==> src/rtl/adc_config_sequencer.sv <==
// Host-side sequencer for the ADC control block: queues 24-bit register writes and replays
// them as control-code phases held for whole ADC_SCLK periods, with optional reset and SYNC.
module adc_config_sequencer #(
   parameter int SCLK_DIV    = 25,
   parameter int FIFO_DEPTH  = 16,
   parameter int RST_TICKS   = 8,
   parameter int BUF_TICKS   = 2,
   parameter int ISSUE_TICKS = 28,
   parameter int SYNC_TICKS  = 4,
   parameter int GAP_TICKS   = 2
) (
   input  logic        sys_clk,
   input  logic        iResetn,
   input  logic [23:0] iCmdData,
   input  logic        iCmdValid,
   output logic        oCmdReady,
   input  logic        iStart,
   input  logic        iDoReset,
   input  logic        iDoSync,
   input  logic        iAbort,
   output logic        oBusy,
   output logic        oDone,
   output logic [7:0]  oCount,
   output logic [7:0]  adc_control_comm,
   output logic [23:0] adc_serial_cmd
);
   localparam int AW = $clog2(FIFO_DEPTH);
   localparam int TW = (SCLK_DIV > 1) ? $clog2(SCLK_DIV) : 1;

   typedef enum logic [3:0] {
      S_IDLE, S_RESET, S_GAP_R, S_LOAD, S_BUFFER, S_ISSUE, S_GAP_C, S_SYNC, S_FINAL
   } state_t;

   function automatic logic [7:0] code_of(input state_t s);
      case (s)
         S_RESET:  code_of = 8'hFF;
         S_BUFFER: code_of = 8'h01;
         S_ISSUE:  code_of = 8'h02;
         S_SYNC:   code_of = 8'h04;
         default:  code_of = 8'h00;
      endcase
   endfunction

   function automatic logic [7:0] ticks_of(input state_t s);
      case (s)
         S_RESET:                   ticks_of = 8'(RST_TICKS);
         S_BUFFER:                  ticks_of = 8'(BUF_TICKS);
         S_ISSUE:                   ticks_of = 8'(ISSUE_TICKS);
         S_SYNC:                    ticks_of = 8'(SYNC_TICKS);
         S_GAP_R, S_GAP_C, S_FINAL: ticks_of = 8'(GAP_TICKS);
         default:                   ticks_of = 8'd0;
      endcase
   endfunction

   // Shared "what comes next" decision after IDLE, GAP_R and GAP_C.
   function automatic state_t next_work(input logic avail, input logic sync);
      if (avail)     next_work = S_LOAD;
      else if (sync) next_work = S_SYNC;
      else           next_work = S_FINAL;
   endfunction

   state_t        r_state, w_state_nxt;
   logic [TW-1:0] r_tick_cnt;
   logic [7:0]    r_phase, r_code, r_count;
   logic [23:0]   r_cmd;
   logic          r_done, r_do_sync;
   logic [23:0]   r_mem [FIFO_DEPTH];
   logic [AW:0]   r_wr_ptr, r_rd_ptr;
   logic          w_tick, w_exit, w_empty, w_full, w_push, w_pop, w_avail, w_start;

   assign w_tick  = (r_tick_cnt == TW'(SCLK_DIV - 1));
   assign w_exit  = w_tick && (r_phase == 8'd1);
   assign w_empty = (r_wr_ptr == r_rd_ptr);
   assign w_full  = (r_wr_ptr[AW] != r_rd_ptr[AW]) && (r_wr_ptr[AW-1:0] == r_rd_ptr[AW-1:0]);
   assign w_push  = iCmdValid && !w_full;
   assign w_pop   = (r_state == S_LOAD) && !iAbort;
   // A word being pushed this cycle counts, so a push on the last gap cycle is not lost.
   assign w_avail = !w_empty || w_push;
   assign w_start = (r_state == S_IDLE) && iStart && !iAbort;

   // NOTE: sequential state uses non-blocking assignments so every register samples pre-edge values.
   always_ff @(posedge sys_clk or negedge iResetn) begin
      if (!iResetn)    r_tick_cnt <= '0;
      else if (w_tick) r_tick_cnt <= '0;
      else             r_tick_cnt <= r_tick_cnt + 1'b1;
   end

   // NOTE: FIFO storage is deliberately not reset; the pointers alone define valid contents.
   always_ff @(posedge sys_clk) begin
      if (w_push) r_mem[r_wr_ptr[AW-1:0]] <= iCmdData;
   end

   always_ff @(posedge sys_clk or negedge iResetn) begin
      if (!iResetn) begin
         r_wr_ptr <= '0;
         r_rd_ptr <= '0;
      end else begin
         if (w_push) r_wr_ptr <= r_wr_ptr + 1'b1;
         if (w_pop)  r_rd_ptr <= r_rd_ptr + 1'b1;
      end
   end

   // NOTE: every combinational output gets a default first so no path can infer a latch.
   always_comb begin
      w_state_nxt = r_state;
      case (r_state)
         S_IDLE:   if (w_start) w_state_nxt = iDoReset ? S_RESET : next_work(w_avail, iDoSync);
         S_RESET:  if (w_exit) w_state_nxt = S_GAP_R;
         S_GAP_R:  if (w_exit) w_state_nxt = next_work(w_avail, r_do_sync);
         S_LOAD:   w_state_nxt = S_BUFFER;
         S_BUFFER: if (w_exit) w_state_nxt = S_ISSUE;
         S_ISSUE:  if (w_exit) w_state_nxt = S_GAP_C;
         S_GAP_C:  if (w_exit) w_state_nxt = next_work(w_avail, r_do_sync);
         S_SYNC:   if (w_exit) w_state_nxt = S_FINAL;
         S_FINAL:  if (w_exit) w_state_nxt = S_IDLE;
         default:  w_state_nxt = S_IDLE;
      endcase
      if (iAbort && (r_state != S_IDLE) && (r_state != S_FINAL)) w_state_nxt = S_FINAL;
   end

   // Codes are registered from the next state, so they move exactly on state entry.
   always_ff @(posedge sys_clk or negedge iResetn) begin
      if (!iResetn) begin
         r_state   <= S_IDLE;
         r_phase   <= 8'd0;
         r_code    <= 8'h00;
         r_cmd     <= 24'd0;
         r_count   <= 8'd0;
         r_done    <= 1'b0;
         r_do_sync <= 1'b0;
      end else begin
         r_state <= w_state_nxt;
         r_code  <= code_of(w_state_nxt);
         r_done  <= (r_state == S_FINAL) && (w_state_nxt == S_IDLE);
         if (w_state_nxt != r_state)      r_phase <= ticks_of(w_state_nxt);
         else if (w_tick && r_phase != 0) r_phase <= r_phase - 8'd1;
         if (w_start) begin
            r_do_sync <= iDoSync;
            r_count   <= 8'd0;
         end else if (r_state == S_ISSUE && w_state_nxt == S_GAP_C && r_count != 8'hFF) begin
            r_count <= r_count + 8'd1;
         end
         if (w_pop) r_cmd <= r_mem[r_rd_ptr[AW-1:0]];
      end
   end

   assign oCmdReady        = !w_full;
   assign oBusy            = (r_state != S_IDLE);
   assign oDone            = r_done;
   assign oCount           = r_count;
   assign adc_control_comm = r_code;
   assign adc_serial_cmd   = r_cmd;

endmodule
==> config.mk <==
export PLATFORM = sky130hd
export DESIGN_NAME = adc_config_sequencer
export DESIGN_NICKNAME = d
export VERILOG_FILES = /design/src/rtl/adc_config_sequencer.sv
export SDC_FILE = /design/constraint.sdc
export NUM_CORES = 1
export LEC_CHECK = 0
export CELL_PAD_IN_SITES_DETAIL_PLACEMENT = 1
export CELL_PAD_IN_SITES_GLOBAL_PLACEMENT = 1
export CORE_MARGIN = 2
export CORE_UTILIZATION = 40
export DETAILED_ROUTE_END_ITERATION = 7
export GPL_ROUTABILITY_DRIVEN = 0
export GPL_TIMING_DRIVEN = 0
export PLACE_DENSITY_LB_ADDON = 0.1
export SYNTH_ARGS = -nofsm -noshare
export SYNTH_HDL_FRONTEND = slang
export SYNTH_SLANG_ARGS = --single-unit
==> constraint.sdc <==
create_clock -name sys_clk -period 3.7 [get_ports sys_clk]
set_input_delay 0.37 -clock sys_clk [delete_from_list [all_inputs] [get_ports sys_clk]]
set_output_delay 0.37 -clock sys_clk [all_outputs]
set_load 0.02 [all_outputs]
==> summary.txt, run 1 <==
Global route
  – Grt peak-use layer: met2
  – GR Layer Usage met3: under 10%
  – M1 GR Usage: approximately 29%
  – Met2 GRT Util: a little under 30%
  – Largest net degree at the start of global routing: 57
  – First-pass GRT wire length: approximately 64 mm
  – Vias in the first global route: 9431
  – Antenna violations before repair: 1
  – Remaining global-route overflow: 0
  – GRT Util Overall: 19.1%

Die
  – Die H: approximately 210 um
  – I/O pins: 74
  – Die Area: roughly 46000 um^2
  – FP Rows: slightly below 80
  – Floorplan core area: ~44000 um^2
  – Initial Utilization: approximately 40%
  – Die Span X: between 200 and 250 um

Logic synthesis
  – FF+latch count, synth: 449
  – Syn_nets: roughly 890
  – Mapped Area: ~18000 um^2
  – Post-synthesis async set-or-reset flop share: 14.5%
  – Top_reg_cell synth: edfxtp_1
  – Yosys warnings: 0
  – Post-synthesis adder-cell area fraction: less than 1%
  – Syn Area/Cell: 21.1 um^2
  – Simple logic cell fraction of the synthesized area: under 10%
  – Register area share after synthesis: roughly three quarters
  – Main combinational cell family by area after synthesis: multiplexers
  – Post-synthesis mux area share: approximately 17%
  – Post-Synth XOR/XNOR Area: between 1 and 1.5%
  – Compound-Gate Fraction of Synth Area: under 10%
  – Cells after synthesis: 844
  – Post-synth EDFFs: ~380
  – Distinct cell type count after synthesis: slightly below 60

Timing
  – RSZ-0062 raised after global routing: false
  – Min Tclk post-route: 3.46 ns
  – Finish-stage setup viols: 0
  – Final-report hold violation count: 0
  – Clk_skew: roughly 0.028 ns
  – Final worst slack: about 0.24 ns
  – Max Fclk: ~290 MHz
  – Crit share post-route: ~93%
  – Slew @ Worst Pin: 1.24 ns
  – Hold Slack: about 0.19 ns
  – Max-slew headroom: between 10% and 20%
  – Slew Limit Fails: 0

Worst setup path
  – Worst setup path endpoint: r_mem[8][16]
  – Required @ worst endpoint: between 3 and 4 ns
  – Worst stage delay on the critical path: roughly 0.68 ns
  – Reg2Reg Launch Point: r_wr_ptr[2]
  – Worst setup path start: r_wr_ptr[2]
  – Worst setup EP type: register
  – Reg2reg path depth: 9
  – Setup CP Type: register to register
  – Internal reg-to-reg setup slack: 0.24 ns
  – Kind of cell adding the most delay to the critical path: simple AND/OR/NAND/NOR gates
  – Crit path depth: 9
  – Cell Chain, Critical Path: clkbuf_1, xor2_1, nor4_4, nand2_1, and2_1, clkbuf_1, nand2_1, nor2_4, buf_16
  – Critical path peak fanout: 13
  – Critical path launch point type: register
  – Crit path DAT: around 3.7 ns
  – Buf/Inv on CP: 3
  – Reg-to-reg critical path endpoint: r_mem[8][16]
  – CP max-delay cell: nor2_4

Layout
  – Fin nets: ~1.0k
  – N_diodes: 0
  – Area delta synth->final: 20.6%
  – Fill cells: 4012
  – Layout cell share with drive strength beyond 1: between 20% and 30%

Power and ir drop
  – Combinational share of power: approximately 28%
  – Sw Share: 29.1%
  – Internal power: between 10000 and 15000 uW
  – Register share of total power: 41.0%
  – VDD IR max: approximately 0.00042 V
  – Switching power: about 4500 uW
  – P per Cell Area: about 720 nW/um^2
  – Clock power share: 31.4%
  – Leak: 0.00717 uW

Clock network
  – H-tree depth: 2
  – Clock transition at the registers of the reported paths: roughly 0.060 ns
  – Clock Latency Late Sink: roughly 0.59 ns
  – CTS tree: built
  – Root Driver: clkbuf_16
  – Number of CTS-inserted buffers: a little under 50
  – Clock sink count: roughly 450
  – Clock Path Buffers: 3

Flow run
  – Max Cap Viol: 0

Drt
  – DRT iter0 DRCs: ~750
  – Via density: 5.39
  – Remaining antenna violation count: 0
  – Wire per inst: between 20 and 30 um
  – Via count: between 8k and 9k
  – DRT Pass-1 Iters: 5
  – Drt drc: 0
  – Final WL: around 43 mm

Placement
  – Setup WS pre-CTS: 0.0228 ns
  – Port bufs: 73
  – Hpwl dp: between 20 and 30 mm

Outcome
  – Status: finished clean

Hold path
  – Hold Crit Class: primary input to async pin
## kinds of logic (layout without fill, tap and decap cells)
logic type | after synthesis | count (layout)
multiplexers | 153 | 153
adder cells (fa/ha/maj) | 11 | 11
AND/OR/NAND/NOR | 117 | 117
XOR/XNOR | 26 | 26
AO/OA/AOI/OAI | 30 | 30
flip-flops | 449 | 449
buffers and inverters | 58 | 248
## cell usage after synthesis (9+ instances only)
cell      count  area share [%]
buf_2        13            0.37
clkbuf_1     22            0.46
dfrtp_1      65             9.1
edfxtp_1    384              65
ha_1         11            0.77
inv_1        15            0.32
mux2_2       27             1.7
mux4_2      120              15
nand2_1      22            0.46
nand3_1       9            0.25
nor2_1       34            0.72
xnor2_1      16            0.79
xor2_1       10            0.49
## routing by layer
layer  vias up  wire length, um
met4         2              856
met5         -               13
met3        58             1860
met1      4747            20100
li1       3762                -
met2       202            20100
## cells in the final DEF (no fill, tap or decap), types with 3 or more instances in the layout
master,instances
xor2_1,10
edfxtp_1,384
xnor2_1,16
clkdlybuf4s50_1,72
ha_1,11
buf_12,8
nor4b_1,3
dfrtp_1,65
a31oi_1,3
nand4_1,6
inv_1,15
o21ai_0,7
nor2_1,22
mux4_2,120
mux2_2,27
clkbuf_16,50
a21oi_1,4
buf_6,9
mux2i_1,5
nand2_1,22
nor2_4,12
nor3_4,3
nand2b_1,7
clkbuf_1,32
buf_4,6
and3_1,6
buf_16,6
buf_1,3
nor3_1,3
clkinv_2,9
nor4_1,3
clkbuf_8,8
bufinv_16,3
nand3_1,9
clkinv_1,7
buf_2,13
## power groups by stage
| stage | Sequential (uW) | Clock (uW) | Combinational [uW] |
|---|---|---|---|
| 6_report | 6330 | 4850 | 4260 |
| 5_1_grt | 6380 | 5160 | 4580 |
| 4_1_cts | 6330 | 4990 | 4350 |
| 3_5_place_dp | 6430 | 0 | 4340 |
| 3_3_place_gp | 6450 | 0 | 4060 |
| 2_1_floorplan | 6520 | 0 | 2600 |
## repair_timing
action	4_1_cts	5_1_grt
resized for setup	0	1
setup buffers	0	1
endpoints found under the setup margin	0	16
hold buffers	1	0
endpoints found under the hold margin	65	0
## sequential cells by signal (all words and copies together) (netlist names)
register,flops
adc_control_comm,4
adc_serial_cmd,24
oCount,8
oDone,1
r_do_sync,1
r_mem,384
r_phase,8
r_rd_ptr,5
r_state,4
r_tick_cnt,5
r_wr_ptr,5
## worst reg2reg max path, cell delays in order, from the launching register on
cell and delay, ns:
dfrtp_1 0.32, clkbuf_1 0.54, xor2_1 0.30, nor4_4 0.10, nand2_1 0.13, and2_1 0.14, clkbuf_1 0.34, nand2_1 0.35
nor2_4 0.68, buf_16 0.24
## area by class of cell
cell class	count	area, um^2	area share [%]
flip-flops and latches	449	13200	61.4
multi-input cells	337	4490	20.9
clock buffers	68	1400	6.52
repair buffers	99	1190	5.55
well taps	592	741	3.45
clock inverters	23	215	1.00
plain buffers	43	200	0.933
inverters	15	56.3	0.263
## how the worst min path moves through the flow
stage | startpoint | end | slack, ns | depth (start not counted)
final | iResetn | adc_serial_cmd[21] | 0.19 | 2
after global routing | iResetn | adc_serial_cmd[18] | 0.19 | 2
after CTS | iResetn | adc_serial_cmd[18] | 0.15 | 2
after detailed placement | iResetn | adc_serial_cmd[13] | 0.24 | 1
after global placement | r_wr_ptr[4] | r_wr_ptr[4] | 0.48 | 1
after floorplan | iResetn | adc_control_comm[0] | 0.07 | 0
## per-stage QoR
| step | cells | instance area (um^2) | setup TNS (ns) | total power (uW) | util, % |
|---|---|---|---|---|---|
| after floorplan | 844 | 17800 | -4.89 | 9120 | - |
| after global placement | 1509 | 19300 | -600.47 | 10500 | 43.7 |
| after detailed placement | 1533 | 19800 | 0 | 10800 | 45.0 |
| after CTS | 1625 | 21400 | 0 | 15700 | 48.7 |
| after global routing | 1626 | 21400 | 0 | 16100 | 48.7 |
| final | 1626 | 21400 | 0 | 15400 | 48.7 |
Power figures use the tool's default switching activity.
==> run 2, diff against run 1 <==
CORE_MARGIN = 1   (was 2)
SLEW_MARGIN = 15   (was not set)
==> run 2 against run 1 <==
Fmax is 1.1% lower. Core utilization is 0.53 points higher. Design area is 0.22% lower. Sequential cell count stayed put. Global-route usage is 0.48 points higher. Routed wire length is 1.3% lower. Clock power is 1% higher. Die area is 1.9% lower. Clock skew is 0.014 ns lower. Non-clock buffer count is 1 lower.
==> summary.txt, run 2 (same netlist as run 1, synthesis figures left out) <==
Drt
  – DRT iter0 DRCs: 785 (+4.2%)
  – Via density: 5.42 (+0.50%)
  – Wire per inst: 26.2 um (-0.61%)
  – Via count: 8750 (-0.24%)
  – DRT Pass-1 Iters: 6 (+1)
  – Drt drc: 0 (unchanged)
  – Final WL: 42.3 mm (-1.3%)
  – Remaining antenna violation count: 0 (unchanged)

Clock network
  – Clock Path Buffers: 3 (unchanged)
  – Post-CTS Setup Bufs: 0 (unchanged)
  – Clock sink count: 449 (unchanged)
  – CTS tree: built
  – Root Driver: clkbuf_16
  – Number of CTS-inserted buffers: 48 (-2.0%)
  – H-tree depth: 2 (unchanged)
  – Clock transition at the registers of the reported paths: 0.06 ns (about the same)
  – Clock Latency Late Sink: 0.58 ns (about the same)

Timing
  – RSZ-0062 raised after global routing: false
  – Slew @ Worst Pin: 1.22 ns (-0.0224 ns)
  – Max Fclk: 286 MHz (-1.1%)
  – Min Tclk post-route: 3.49 ns (+0.0376 ns)
  – Final-report hold violation count: 0 (unchanged)
  – Final worst slack: 0.207 ns (-0.0376 ns)
  – Max-slew headroom: 18.7% (+1.5 points)
  – Slew Limit Fails: 0 (unchanged)
  – Finish-stage setup viols: 0 (unchanged)
  – Crit share post-route: 94.4% (+1.0 points)
  – Clk_skew: 0.0145 ns (-0.0138 ns)

Worst setup path
  – Setup CP Type: register to register
  – Cell Chain, Critical Path: clkbuf_1, xor2_1, nor4_4, nand2_1, and2_1, clkbuf_1, nand2_1, nor3_4, buf_8, buf_8
  – Worst setup EP type: register
  – Worst setup path start: r_wr_ptr[2]
  – Required @ worst endpoint: 3.98 ns (about the same)
  – CP max-delay cell: nor3_4
  – Critical path launch point type: register
  – Reg2Reg Launch Point: r_wr_ptr[2]
  – Worst stage delay on the critical path: 0.56 ns (-0.12 ns)
  – Crit path DAT: 3.77 ns (+0.04 ns)
  – Critical path peak fanout: 10 (-3)

Layout
  – Layout cell share with drive strength beyond 1: 28.4% (-0.25 points)
  – Most common cell after layout, fill and taps aside: edfxtp_1
  – Post-Layout Cell Count: 1614 (-0.74%)
  – Max FFs per register: 384 (unchanged)
  – Area delta synth->final: 20.4%
  – Fill cells: 3935 (-1.9%)
  – Fin nets: 1034 (-0.19%)
  – N_diodes: 0 (unchanged)
  – Most frequent cells in the layout: 384 x edfxtp_1, 120 x mux4_2, 72 x clkdlybuf4s50_1
  – Finished Cell Area: 21400 um^2 (-0.22%)

Die
  – Die Span X: 213 um (-0.93%)
  – Floorplan core area: 43500 um^2 (-1.3%)
  – Die H: 213 um (-0.93%)
  – FP Rows: 76 (-1.3%)
  – Initial Utilization: 40.9% (+0.53 points)
  – Die Area: 45300 um^2 (-1.9%)
  – I/O pins: 74 (unchanged)

Global route
  – Vias in the first global route: 9305 (-1.3%)
  – First-pass GRT wire length: 62.7 mm (-1.9%)
  – Antenna violations before repair: 1 (unchanged)
  – GRT Util Overall: 19.6% (+0.48 points)
  – Largest net degree at the start of global routing: 50 (-12%)
  – Remaining global-route overflow: 0 (unchanged)

Placement
  – Port bufs: 73 (unchanged)
  – Dpl cells: 1526 (-0.46%)
  – Setup WS pre-CTS: 0.209 ns (+0.186 ns)
  – Post-DP Area: 19800 um^2 (-0.16%)
  – Hpwl dp: 27.0 mm (+1.3%)

Flow run
  – Max Cap Viol: 0 (unchanged)

Power and ir drop
  – Combinational share of power: 27.4% (-0.2 points)
  – Leak: 0.00716 uW (-0.16%)
  – Register share of total power: 40.8% (-0.2 points)
  – VDD IR max: 0.000408 V (-2.4%)
  – P per Cell Area: 723 nW/um^2 (+0.44%)
  – Switching power: 4420 uW (-1.7%)
  – Sw Share: 28.6% (-0.56 points)
  – Clock power share: 31.8% (+0.4 points)
  – Internal power: 11100 uW (+1.0%)

Hold path
  – Hold Crit Class: primary input to async pin

Outcome
  – Status: finished clean
==> run 2: cell type report <==
| cell class | instances | area [um^2] | share of cell area [%] |
|---|---|---|---|
| Sequential cell | 449 | 13200 | 61.5 |
| Multi-Input combinational cell | 337 | 4480 | 20.9 |
| Clock buffer | 69 | 1360 | 6.36 |
| Timing Repair Buffer | 98 | 1160 | 5.42 |
| Tap cell | 585 | 732 | 3.42 |
| Clock inverter | 18 | 250 | 1.17 |
| Buffer | 43 | 203 | 0.947 |
| Inverter | 15 | 56.3 | 0.263 |
==> run 2: worst paths after layout <==
| check | to | slack (ns) | cells past startpoint |
|---|---|---|---|
| hold / removal | adc_serial_cmd[15] | 0.24 | 2 |
| min in group sys_clk | r_do_sync | 0.46 | 3 |
| max in group asynchronous | r_wr_ptr[2] | 2.84 | 3 |
| setup / recovery | r_mem[3][4] | 0.21 | 10 |
| setup reg to reg | r_mem[3][4] | 0.21 | 10 |
| hold reg to reg | r_wr_ptr[4] | 0.49 | 1 |
==> run 2: power by group through the flow <==
stage | clock network (uW) | registers [uW] | logic, uW
after floorplan | 0 | 6520 | 2600
after global placement | 0 | 6450 | 4060
after detailed placement | 0 | 6430 | 4320
after CTS | 5060 | 6330 | 4340
after global routing | 5200 | 6370 | 4570
final | 4920 | 6320 | 4230
==> run 2: metal layers <==
layer,part of all wire [%],GRT usage (%),wire length [um],vias to the layer above
met2,47,30.6,20100,186
met4,2.1,5.85,891,2
met5,0.040,0,17,-
met3,4.6,3.35,1950,60
met1,46,28.2,19400,4742
li1,-,-,-,3760
==> run 2: what timing repair did <==
action | CTS | global route
endpoints found under the hold margin | 16 | 0
gates resized for setup | 0 | 0
hold buffers | 1 | 0
==> run 2: worst max-delay path, delay by kind of cell (launching register included) <==
kind	cells	cell delay [ns]
buffers and inverters	4	1.24
AND/OR/NAND/NOR	5	1.31
flip-flops	1	0.32
XOR/XNOR	1	0.29
==> run 2: through the flow <==
| step | total power [uW] | hold slack [ns] | utilization, % | TNS [ns] |
|---|---|---|---|---|
| after floorplan | 9120 | 0.0744 | - | -4.89 |
| after global placement | 10500 | 0.475 | 44.3 | -552.93 |
| after detailed placement | 10800 | 0.314 | 45.5 | 0 |
| after CTS | 15700 | 0.241 | 49.2 | 0 |
| after global routing | 16100 | 0.267 | 49.2 | 0 |
| final | 15500 | 0.244 | 49.2 | 0 |
